--- src/rtl/rec2pol_ctrl.sv ---
// Sequencer for the rec2pol CORDIC vectoring stage: folds the sample into the right
// half-plane, runs NITER iterations, then restores the full-range angle in 9Q10 degrees.
module rec2pol_ctrl #(
  parameter int unsigned NITER = 16,
  parameter int unsigned INW   = 129,
  parameter int unsigned AW    = 19
) (
  input  logic                  clock,
  input  logic                  reset,
  input  logic                  in_valid,
  output logic                  in_ready,
  input  logic signed [INW-1:0] x_in,
  input  logic signed [INW-1:0] y_in,
  output logic signed [INW-1:0] cordic_x,
  output logic signed [INW-1:0] cordic_y,
  output logic                  cordic_start,
  output logic                  cordic_enable,
  input  logic signed [AW-1:0]  cordic_angle,
  output logic signed [AW-1:0]  angle_out,
  output logic                  angle_valid,
  output logic                  sat,
  output logic                  busy
);

  localparam int unsigned CW = 5;
  localparam logic [CW-1:0] ITER_LOAD = CW'(NITER - 1);
  localparam logic signed [INW-1:0] XMIN = {1'b1, {(INW-1){1'b0}}};
  localparam logic signed [INW-1:0] XMAX = {1'b0, {(INW-1){1'b1}}};
  localparam logic signed [AW:0] K_180 = (AW+1)'(184320);

  typedef enum logic [1:0] {IDLE, LOAD, ITER, CAPT} state_e;

  state_e                state_q, state_d;
  logic [CW-1:0]         cnt_q, cnt_d;
  logic signed [INW-1:0] cx_q, cx_d, cy_q, cy_d;
  logic                  quad_q, quad_d;
  logic                  sat_q, sat_d;
  logic signed [AW-1:0]  angle_q, angle_d;
  logic                  start_q, start_d;
  logic                  en_q, en_d;
  logic                  valid_q, valid_d;
  logic                  ready_q, ready_d;
  logic                  busy_q, busy_d;

  logic signed [INW-1:0] neg_x_c, neg_y_c;
  logic signed [AW:0]    ang_ext_c, ang_corr_c;

  // Saturating negation: the most-negative value has no positive counterpart.
  always_comb begin
    neg_x_c = (x_in == XMIN) ? XMAX : -x_in;
    neg_y_c = (y_in == XMIN) ? XMAX : -y_in;
  end

  // Undo the half-plane fold; zero counts as the lower side so -180 maps to +180.
  always_comb begin
    ang_ext_c = {cordic_angle[AW-1], cordic_angle};
    if (!quad_q) begin
      ang_corr_c = ang_ext_c;
    end else if (ang_ext_c[AW] || (ang_ext_c == '0)) begin
      ang_corr_c = ang_ext_c + K_180;
    end else begin
      ang_corr_c = ang_ext_c - K_180;
    end
  end

  always_comb begin
    state_d = state_q;
    cnt_d   = cnt_q;
    cx_d    = cx_q;
    cy_d    = cy_q;
    quad_d  = quad_q;
    sat_d   = sat_q;
    angle_d = angle_q;
    case (state_q)
      IDLE: begin
        if (in_valid) begin
          state_d = LOAD;
          if (x_in[INW-1]) begin
            cx_d   = neg_x_c;
            cy_d   = neg_y_c;
            quad_d = 1'b1;
            sat_d  = (x_in == XMIN) || (y_in == XMIN);
          end else begin
            cx_d   = x_in;
            cy_d   = y_in;
            quad_d = 1'b0;
            sat_d  = 1'b0;
          end
        end
      end
      LOAD: begin
        state_d = ITER;
        cnt_d   = ITER_LOAD;
      end
      ITER: begin
        if (cnt_q == '0) begin
          state_d = CAPT;
        end else begin
          cnt_d = cnt_q - CW'(1);
        end
      end
      CAPT: begin
        state_d = IDLE;
        angle_d = AW'(ang_corr_c);
      end
      default: state_d = IDLE;
    endcase

    start_d = (state_d == LOAD);
    en_d    = (state_d == LOAD) || (state_d == ITER);
    valid_d = (state_q == CAPT);
    ready_d = (state_d == IDLE);
    busy_d  = (state_d != IDLE);
  end

  always_ff @(posedge clock or negedge reset) begin
    if (!reset) begin
      state_q <= IDLE;
      cnt_q   <= '0;
      cx_q    <= '0;
      cy_q    <= '0;
      quad_q  <= 1'b0;
      sat_q   <= 1'b0;
      angle_q <= '0;
      start_q <= 1'b0;
      en_q    <= 1'b0;
      valid_q <= 1'b0;
      ready_q <= 1'b1;
      busy_q  <= 1'b0;
    end else begin
      state_q <= state_d;
      cnt_q   <= cnt_d;
      cx_q    <= cx_d;
      cy_q    <= cy_d;
      quad_q  <= quad_d;
      sat_q   <= sat_d;
      angle_q <= angle_d;
      start_q <= start_d;
      en_q    <= en_d;
      valid_q <= valid_d;
      ready_q <= ready_d;
      busy_q  <= busy_d;
    end
  end

  assign in_ready      = ready_q;
  assign cordic_x      = cx_q;
  assign cordic_y      = cy_q;
  assign cordic_start  = start_q;
  assign cordic_enable = en_q;
  assign angle_out     = angle_q;
  assign angle_valid   = valid_q;
  assign sat           = sat_q;
  assign busy          = busy_q;

endmodule

--- config.mk ---
export PLATFORM = sky130hd
export DESIGN_NAME = rec2pol_ctrl
export DESIGN_NICKNAME = d
export VERILOG_FILES = /design/src/rtl/rec2pol_ctrl.sv
export SDC_FILE = /design/constraint.sdc
export NUM_CORES = 1
export LEC_CHECK = 0
export BUFFER_PORTS_ARGS = -buffer_cell sky130_fd_sc_hd__buf_2
export CORE_MARGIN = 2
export CORE_UTILIZATION = 38
export DETAILED_ROUTE_END_ITERATION = 12
export PLACE_DENSITY = 0.73
export SYNTH_ARGS = -nofsm -noshare
export SYNTH_HDL_FRONTEND = slang
export SYNTH_SLANG_ARGS = --single-unit
--- constraint.sdc ---
create_clock -name clock -period 2.2 [get_ports clock]
set_input_delay 0.11 -clock clock [delete_from_list [all_inputs] [get_ports clock]]
set_output_delay 0.11 -clock clock [all_outputs]
set_load 0.02 [all_outputs]
Word level (Yosys, flattened, before mapping)
Cells that the tools add are included.
{ "totals": {"regBits": 291, "in_bits": 280, "output_inout_bits": 283, "word_cells": 49} }
{ "classes": {"n_addsub": 5, "eq_ne": 8, "muxes": 13, "n_reduce_logical": 11} }
{ "op_table": {"columns": ["op", "count"], "rows": [
  ["$mux 129", 4],
  ["$eq 129x129->1 const B", 2],
  ["$neg 129->129", 2],
  ["$mux 19", 2],
  ["$logic_not 20->1", 1],
  ["$add 19x19->19 const B", 1],
  ["$sub 19x19->19 const B", 1],
  ["$pmux 5 s2", 1],
  ["$pmux 2 s4", 1],
  ["$eq 2x2->1 const B", 3],
  ["$logic_not 5->1", 1],
  ["$mux 5", 1],
  ["$sub 5x1->5 const B", 1],
  ["$eq 2x1->1 const B", 2],
  ["$logic_not 2->1", 2],
  ["$mux 2", 2],
  ["$reduce_and 2->1", 2],
  ["$reduce_bool 2->1", 2],
  ["$logic_or 1x1->1", 3],
  ["$mux 1", 2],
  ["$ne 2x2->1 const B", 1]
]} }

Depth between registers and ports, before layout
Gate-level depths: netlist of run 1.
{ "depth": {"word_depth": 5, "depth_mapped": 13, "ltp_nobuf": 13} }

Worst setup path before layout of run 1
No wires, ideal clock.
{ "synth_timing": {"path_type": "input to register", "startpoint": "input port x_in[57]", "endpoint": "register cx_q[119], in the netlist cordic_x[119]", "setup_ns": 0.126, "arrival_ns": 2.425, "required_time_ns": 2.074, "setup_slack_ns": -0.351, "path_stages": 10, "n_path_buf": 3, "cell_sequence": "or4_1 -> buf_2 -> or3_1 -> clkbuf_1 -> nor3_2 -> nand4_4 -> buf_4 -> o41ai_2 -> xor2_1 -> a21oi_1"} }
{ "synth_between": {"elab_chain_len": 3, "word_cells_on_any_way": 4, "classes_between": "1 x add/sub; 1 x eq/ne; 2 x mux"} }
{ "synth_rtl": {"columns": ["item", "line", "source"], "rows": [
  ["start: declaration", "12", "input logic signed [INW-1:0] x_in,"],
  ["$neg 129->129 or $eq 129x129->1 (tied branches)", "50", "neg_x_c = (x_in == XMIN) ? XMAX : -x_in;"],
  ["$mux 129 (*)", "50", null],
  ["$mux 129 (*)", "78", "if (x_in[INW-1]) begin"],
  ["end signal: assignment", "120", "cx_q <= '0;"],
  ["end signal: assignment", "133", "cx_q <= cx_d;"],
  ["end: declaration", "35", "logic signed [INW-1:0] cx_q, cx_d, cy_q, cy_d;"]
]} }
Mark *: on every way between the ends. The rest lies on a longest branch, timed or not.
A chain may end at the register's enable or synchronous reset.

Worst setup path in the final report of run 1
{ "layout_timing": {"startpoint": "input port y_in[111]", "endpoint": "register cy_q[121], in the netlist cordic_y[121]"} }
{ "layout_between": {"elab_chain_len": 3, "word_cells_on_any_way": 4, "classes_between": "1 x add/sub; 1 x eq/ne; 2 x mux"} }
{ "layout_rtl": {"columns": ["item", "line", "source"], "rows": [
  ["start: declaration", "13", "input logic signed [INW-1:0] y_in,"],
  ["$neg 129->129 or $eq 129x129->1 (tied branches)", "51", "neg_y_c = (y_in == XMIN) ? XMAX : -y_in;"],
  ["$mux 129 (*)", "51", null],
  ["$mux 129 (*)", "78", null],
  ["end signal: assignment", "134", "cy_q <= cy_d;"],
  ["end: declaration", "35", null]
]} }
Marks and branches as above.

==> impl_metrics.csv, run 1 <==
group,metric,value,unit
sta,timing.slew.headroom,42.2,%
final_layout,final_nets,3630,
routing,antenna_left,0,
placement,dp_hpwl,64600,um
sta,worst_slew_pin_slew,863,ps
critical_path,crit_arrival,2640,ps
critical_path,r2r_slack,230,ps
synth,syn_inst,2066,
outcome,status,"finished, violations left",
final_layout,post-route-util,65.6,%
global_route,grt_usage,34.3,%
sta,fmax,454,MHz
critical_path,crit_chain,"dlygate4sd3_1, buf_2, nor4_1, buf_4, and2_1, nand4b_1, o41ai_2, buf_4, xor2_4, a21oi_2",
pwr,pwr_density_cell,1020,nW/um^2
synth,synth_seq_area_share,41.2,%
synth,ys_ff_latch,291,
synth,netlist_area,17700,um^2
critical_path,critPathMaxStageDelay,560,ps
critical_path,r2r_end,"cordic_x[92]$_DFFE_PN0P_",
placement,place_congestion,0.986,
pwr,ir_drop,873,uV
routing,drcViolationCount,0,
floorplanning,die_x,220,um
critical_path,cp_num_cells,10,
synth,async_flop_share,100,%
run,maxCapViolations,0,
cts,cts_sinks,291,
routing,vias_per_cell,5.66,
pwr,p_total,30.7,mW
sta,fin_hold_ws,19.6,ps
sta,worst_slack,-1.67,ps
routing,drtIter0Drc,2022,
floorplanning,start_util,38.7,%
cts,ctsHtreeMaxLevel,2,
critical_path,worstSetupPathType,"input port to flip-flop",
routing,drtPass1Iterations,6,
final_layout,final_cells,3969,
sta,hold_violations,0,
critical_path,slowest_stage,"dlygate4sd3_1",
cts,clockBufferDepth,3,
final_layout,final_cell_mix,"buf_2 (556), buf_4 (556), nor2_1 (329)",
floorplanning,die_y,220,um
synth,syn-num-nets,2362,
final_layout,postLayoutCellArea,30000,um^2
sta,skew,7.36,ps
critical_path,path_max_fanout,5,
cts,cts_made_buffers,37,
critical_path,path_common_cell,"buf_4",
critical_path,cp-start-kind,"input port",
placement,place_inst,3692,
floorplanning,io_pins,563,
synth,yosys_warnings,0,
sta,setup_viol,1,
placement,post-place-ws,-651,ps
routing,drt-wirelength-per-cell,22.4,um
cts,clk_latency,560,ps
sta,slew_violations,0,
sta,period_share,100,%
routing,drt_wl_total,89000,um
critical_path,r2r_cells,6,
global_route,grt_overflow,0,
synth,postSynthAreaPerCell,8.55,um^2
synth,synth-main-ff-cell,"dfrtp_1",
worst_hold_path,hp-class,"input port to flip-flop",
outcome,violations,"negative setup slack",
global_route,grt_pass1_wl,127000,um
floorplanning,coreArea,45700,um^2
sta,tns,-1.67,ps
placement,placed_cell_area,26000,um^2
cts,clk_pin_slew,60,ps
cts,clockRootBuffer,"clkbuf_16",
floorplanning,die-area,48200,um^2
critical_path,cp-endpoint,"cordic_y[121]$_DFFE_PN0P_",
global_route,grt_pass1_vias,22500,
placement,portBuffers,562,
synth,synth_cell_type_count,65,
final_layout,drive_above_1_share,44.3,%
critical_path,cpLargestDelayFamily,"buffers and inverters",
synth,synth_edf_count,0,
final_layout,area_growth,69.7,%
critical_path,cp.required,2640,ps
critical_path,critPathBufInv,4,
global_route,antenna_found_initial,4,
routing,vias,22500,
sta,rsz0062_at_grt,"yes",
critical_path,reg2reg_from,"state_q[0]$_DFF_PN0_",
critical_path,startpoint,"y_in[111]",
sta,fin_crit,2200,ps
global_route,grt_max_degree,121,
critical_path,worstSetupEndpointType,"flip-flop",
pwr,p_leak,13.2,nW
floorplanning,num_rows,78,
cts,cts_tree,"built",
final_layout,n_fill_cell,3618,
-- per-layer routing --
metal	up-vias	routed length [um]	share of wire, %	GRT usage, %
met3	338	7930	8.9	7.94
met2	1257	42500	48	58.4
met4	2	5450	6.1	19.0
met5	-	11	0.012	0
li1	9973	-	-	-
met1	10900	33100	37	39.9
-- sequential cells by signal, summed over array words and instances, names as in the netlist --
register / flops
state_q: 2
cordic_y: 129
cordic_enable: 1
busy: 1
angle_valid: 1
cordic_start: 1
cordic_x: 129
cnt_q: 5
in_ready: 1
angle_out: 19
sat: 1
quad_q: 1
-- synth_stat cells (all sizes together), types with 5 or more instances --
master / instances / area share, %
a21oi: 245 / 6.9
a31oi: 31 / 1.1
and2: 12 / 0.43
and3: 5 / 0.18
buf: 25 / 0.87
clkbuf: 77 / 1.6
dfrtp: 290 / 41
ha: 15 / 1.1
inv: 30 / 0.64
mux2: 13 / 0.83
nand2: 139 / 3.0
nand2b: 14 / 0.50
nand3: 55 / 1.6
nand3b: 10 / 0.43
nand4: 35 / 1.4
nand4b: 14 / 0.69
nor2: 334 / 7.1
nor3: 81 / 2.3
nor4: 71 / 2.9
o21ai: 78 / 2.2
o31ai: 62 / 2.7
o41ai: 48 / 2.5
or2: 11 / 0.40
or3: 47 / 1.7
or4: 28 / 1.2
xnor2: 37 / 1.8
xor2: 217 / 11
-- worst min path at each step --
stage	startpoint	endpoint	slack [ps]	cells after the start
after CTS	x_in[101]	cordic_x[101]$_DFFE_PN0P_	0.7	4
after detailed placement	reset	cordic_x[62]$_DFFE_PN0P_	-10	1
after global placement	reset	cordic_x[62]$_DFFE_PN0P_	-10	1
after floorplan	reset	angle_out[0]$_DFFE_PN0P_	-190	0
final	x_in[88]	cordic_x[88]$_DFFE_PN0P_	20	4
after global routing	x_in[19]	cordic_x[19]$_DFFE_PN0P_	20	4
-- power breakdown --
part / total (mW) / switching [mW] / internal, mW / leakage, nW
Combinational: 14.5 / 9.16 / 5.30 / 9.32
Sequential: 9.86 / 1.87 / 7.99 / 3.23
Clock: 6.38 / 2.53 / 3.85 / 0.630
-- what timing repair did --
action	4_1_cts	5_1_grt
pin swaps	1	42
endpoints found under the hold margin	471	0
endpoints found under the setup margin	7	247
gates cloned	0	12
resized for setup	3	116
buffers inserted	0	10
hold buffers	184	0
-- tightest hold or removal path: stages --
cell,delay (ps)
buf_2,130
buf_4,130
xnor2_1,110
a21oi_1,60
-- cell families after synthesis --
logic type	count (synthesis)	synth area share [%]
compound gates	489	16.6
flops	291	41.2
buf+inv	132	3.15
simple gates	867	24.2
mux	17	1.06
xor+xnor	254	12.6
fa+ha+maj	16	1.18
-- area by class of cell --
| cell class | instances | area, um^2 | share of cell area, % |
|---|---|---|---|
| clock inverters | 7 | 66.3 | 0.221 |
| inverters | 30 | 113 | 0.376 |
| flip-flops and latches | 291 | 7280 | 24.3 |
| multi-input cells | 1646 | 11100 | 37.0 |
| clock buffers | 60 | 1200 | 4.02 |
| well taps | 600 | 751 | 2.50 |
| diodes | 7 | 17.5 | 0.0584 |
| repair buffers | 1328 | 9440 | 31.5 |
No activity file was read; power rests on OpenSTA's default activity.
==> run 2, diff against run 1 <==
--- a/config.mk
+++ b/config.mk
@@ -6,9 +6,9 @@
 export NUM_CORES = 1
 export LEC_CHECK = 0
 export BUFFER_PORTS_ARGS = -buffer_cell sky130_fd_sc_hd__buf_2
-export CORE_MARGIN = 2
-export CORE_UTILIZATION = 38
+export CORE_AREA = 2 2 217 219
 export DETAILED_ROUTE_END_ITERATION = 12
+export DIE_AREA = 0 0 219 221
 export PLACE_DENSITY = 0.73
 export SYNTH_ARGS = -nofsm -noshare
 export SYNTH_HDL_FRONTEND = slang
==> impl_metrics.csv, run 2 (synthesis results as in run 1) <==
group,metric,value,unit
cts,cts_tree,"built",
floorplanning,start_util,38.3,%
global_route,grt_overflow,0,
worst_hold_path,hold_end,"cordic_x[88]$_DFFE_PN0P_",
global_route,grt_usage,33.7,%
sta,timing.slew.headroom,47.4,%
outcome,status,"finished, violations left",
final_layout,post-route-util,64.4,%
pwr,p_sw_share,44.1,%
routing,vias_per_cell,5.60,
floorplanning,num_rows,79,
critical_path,r2r_slack,220,ps
routing,drt_wl_total,87500,um
critical_path,reg2reg_from,"state_q[0]$_DFF_PN0_",
global_route,antenna_found_initial,9,
placement,portBuffers,562,
final_layout,final_common_cell,"buf_2",
pwr,power_frac_clock,20.8,%
final_layout,area_growth,67.9,%
sta,fmax,446,MHz
final_layout,drive_above_1_share,44.0,%
cts,cts_sinks,291,
sta,worst_slew_pin_slew,789,ps
routing,drt-wirelength-per-cell,22.2,um
floorplanning,die_x,219,um
critical_path,worstSetupPathType,"input port to flip-flop",
sta,period_share,102,%
pwr,ir_drop,1010,uV
sta,setup_viol,3,
global_route,grt_pass1_vias,22300,
cts,clk_latency,560,ps
pwr,p_int,17.2,mW
pwr,combPwrFrac,47.0,%
floorplanning,coreArea,46100,um^2
placement,place_congestion,0.962,
run,maxCapViolations,0,
critical_path,path_max_fanout,3,
placement,dp_hpwl,63900,um
pwr,switchingPower,13.5,mW
critical_path,crit_arrival,2680,ps
worst_hold_path,hold_start,"x_in[88]",
sta,slew_violations,0,
critical_path,r2r_cells,6,
cts,clockRootBuffer,"clkbuf_16",
cts,clockBufferDepth,3,
final_layout,final_nets,3605,
global_route,grt_pass1_wl,127000,um
routing,vias,22100,
worst_hold_path,hp-class,"input port to flip-flop",
cts,ctsHtreeMaxLevel,2,
critical_path,r2r_end,"cordic_x[104]$_DFFE_PN0P_",
final_layout,final_cell_mix,"buf_2 (559), buf_4 (541), nor2_1 (329)",
critical_path,worstSetupEndpointType,"flip-flop",
worst_hold_path,hold_depth,4,
sta,fin_crit,2240,ps
pwr,p_leak,13.1,nW
routing,drtIter0Drc,2063,
floorplanning,die-area,48400,um^2
sta,worst_slack,-40.9,ps
pwr,p_seq_share,32.2,%
floorplanning,io_pins,563,
sta,tns,-43.8,ps
global_route,grt_max_degree,140,
routing,antenna_left,0,
pwr,pwr_density_cell,1040,nW/um^2
final_layout,postLayoutCellArea,29600,um^2
sta,skew,23.8,ps
critical_path,cp.required,2640,ps
routing,drtPass1Iterations,5,
cts,clk_pin_slew,70,ps
sta,hold_violations,0,
placement,placed_cell_area,25800,um^2
floorplanning,die_y,221,um
final_layout,n_fill_cell,3731,
routing,drcViolationCount,0,
outcome,violations,"negative setup slack",
cts,cts_made_buffers,36,
critical_path,cp-start-kind,"input port",
sta,rsz0062_at_grt,"yes",
==> run 2: changes by cell type in the layout (fill, tap and decap cells not counted), moves of 4 or more <==
cell,previous run,this run
nor3_2,11,4
bufinv_16,1,5
dlygate4sd3_1,182,167
clkbuf_1,6,2
buf_6,4,10
clkbuf_8,15,7
buf_4,556,541
nor3_1,69,75
clkbuf_16,46,42
==> run 2: metrics by stage <==
step | hold slack, ps | power, mW | setup WS [ps] | instances
after floorplan | -186 | 17.5 | -268 | 2066
after global placement | 40.6 | 23.0 | -655 | 3682
after detailed placement | 49.0 | 23.3 | -629 | 3682
after CTS | 0.692 | 30.0 | 3.24 | 3913
after global routing | 21.0 | 32.2 | -54.7 | 3944
final | 26.5 | 30.7 | -40.9 | 3948
==> run 2: layer usage <==
metal	track usage, %	vias to the layer above	wire (um)
li1	-	9923	-
met1	39.7	10800	32600
met2	57.5	1103	42500
met3	7.62	277	7420
met4	16.6	6	4890
met5	0	-	38
==> run 2: what timing repair did <==
action	in CTS	in global routing
buffers inserted	0	13
hold buffers	169	0
gates cloned	0	15
endpoints found under the hold margin	458	0
pin swaps	0	22
gates resized for setup	1	106
endpoints found under the setup margin	1	226
==> run 2: cell type report <==
cell class,instances,area [um^2],share of cell area (%)
inverters,30,113,0.380
well taps,607,759,2.56
flip-flops and latches,291,7280,24.6
clock buffers,46,1030,3.47
multi-input cells,1646,11000,37.2
diodes,8,20.0,0.0675
repair buffers,1304,9200,31.0
clock inverters,16,218,0.734
==> run 2: worst max path at each step <==
stage	to	cells after the start	startpoint
6_report	cordic_y[123]$_DFFE_PN0P_	10	y_in[67]
5_1_grt	cordic_y[119]$_DFFE_PN0P_	10	y_in[92]
4_1_cts	cordic_x[82]$_DFFE_PN0P_	10	x_in[123]
3_5_place_dp	cordic_y[123]$_DFFE_PN0P_	10	y_in[67]
3_3_place_gp	cordic_y[123]$_DFFE_PN0P_	10	y_in[67]
2_1_floorplan	cordic_x[119]$_DFFE_PN0P_	10	x_in[57]
==> run 2: power groups by stage <==
| stage | clock network [mW] | registers, mW | logic [mW] |
|---|---|---|---|
| global route | 6.71 | 10.0 | 15.4 |
| detailed placement | 0 | 9.82 | 13.5 |
| finish | 6.38 | 9.89 | 14.4 |
| floorplan | 0 | 12.5 | 5.03 |
| CTS | 6.47 | 9.78 | 13.8 |
| global placement | 0 | 9.73 | 13.2 |
==> run 2: critical path, stage by stage <==
cell     delay [ps]
buf_2           110
or4_1           560
or4_1           440
nor4_2          230
buf_4           170
nand4_1         200
buf_4           220
o31ai_2         310
xor2_1          240
a21oi_2          80
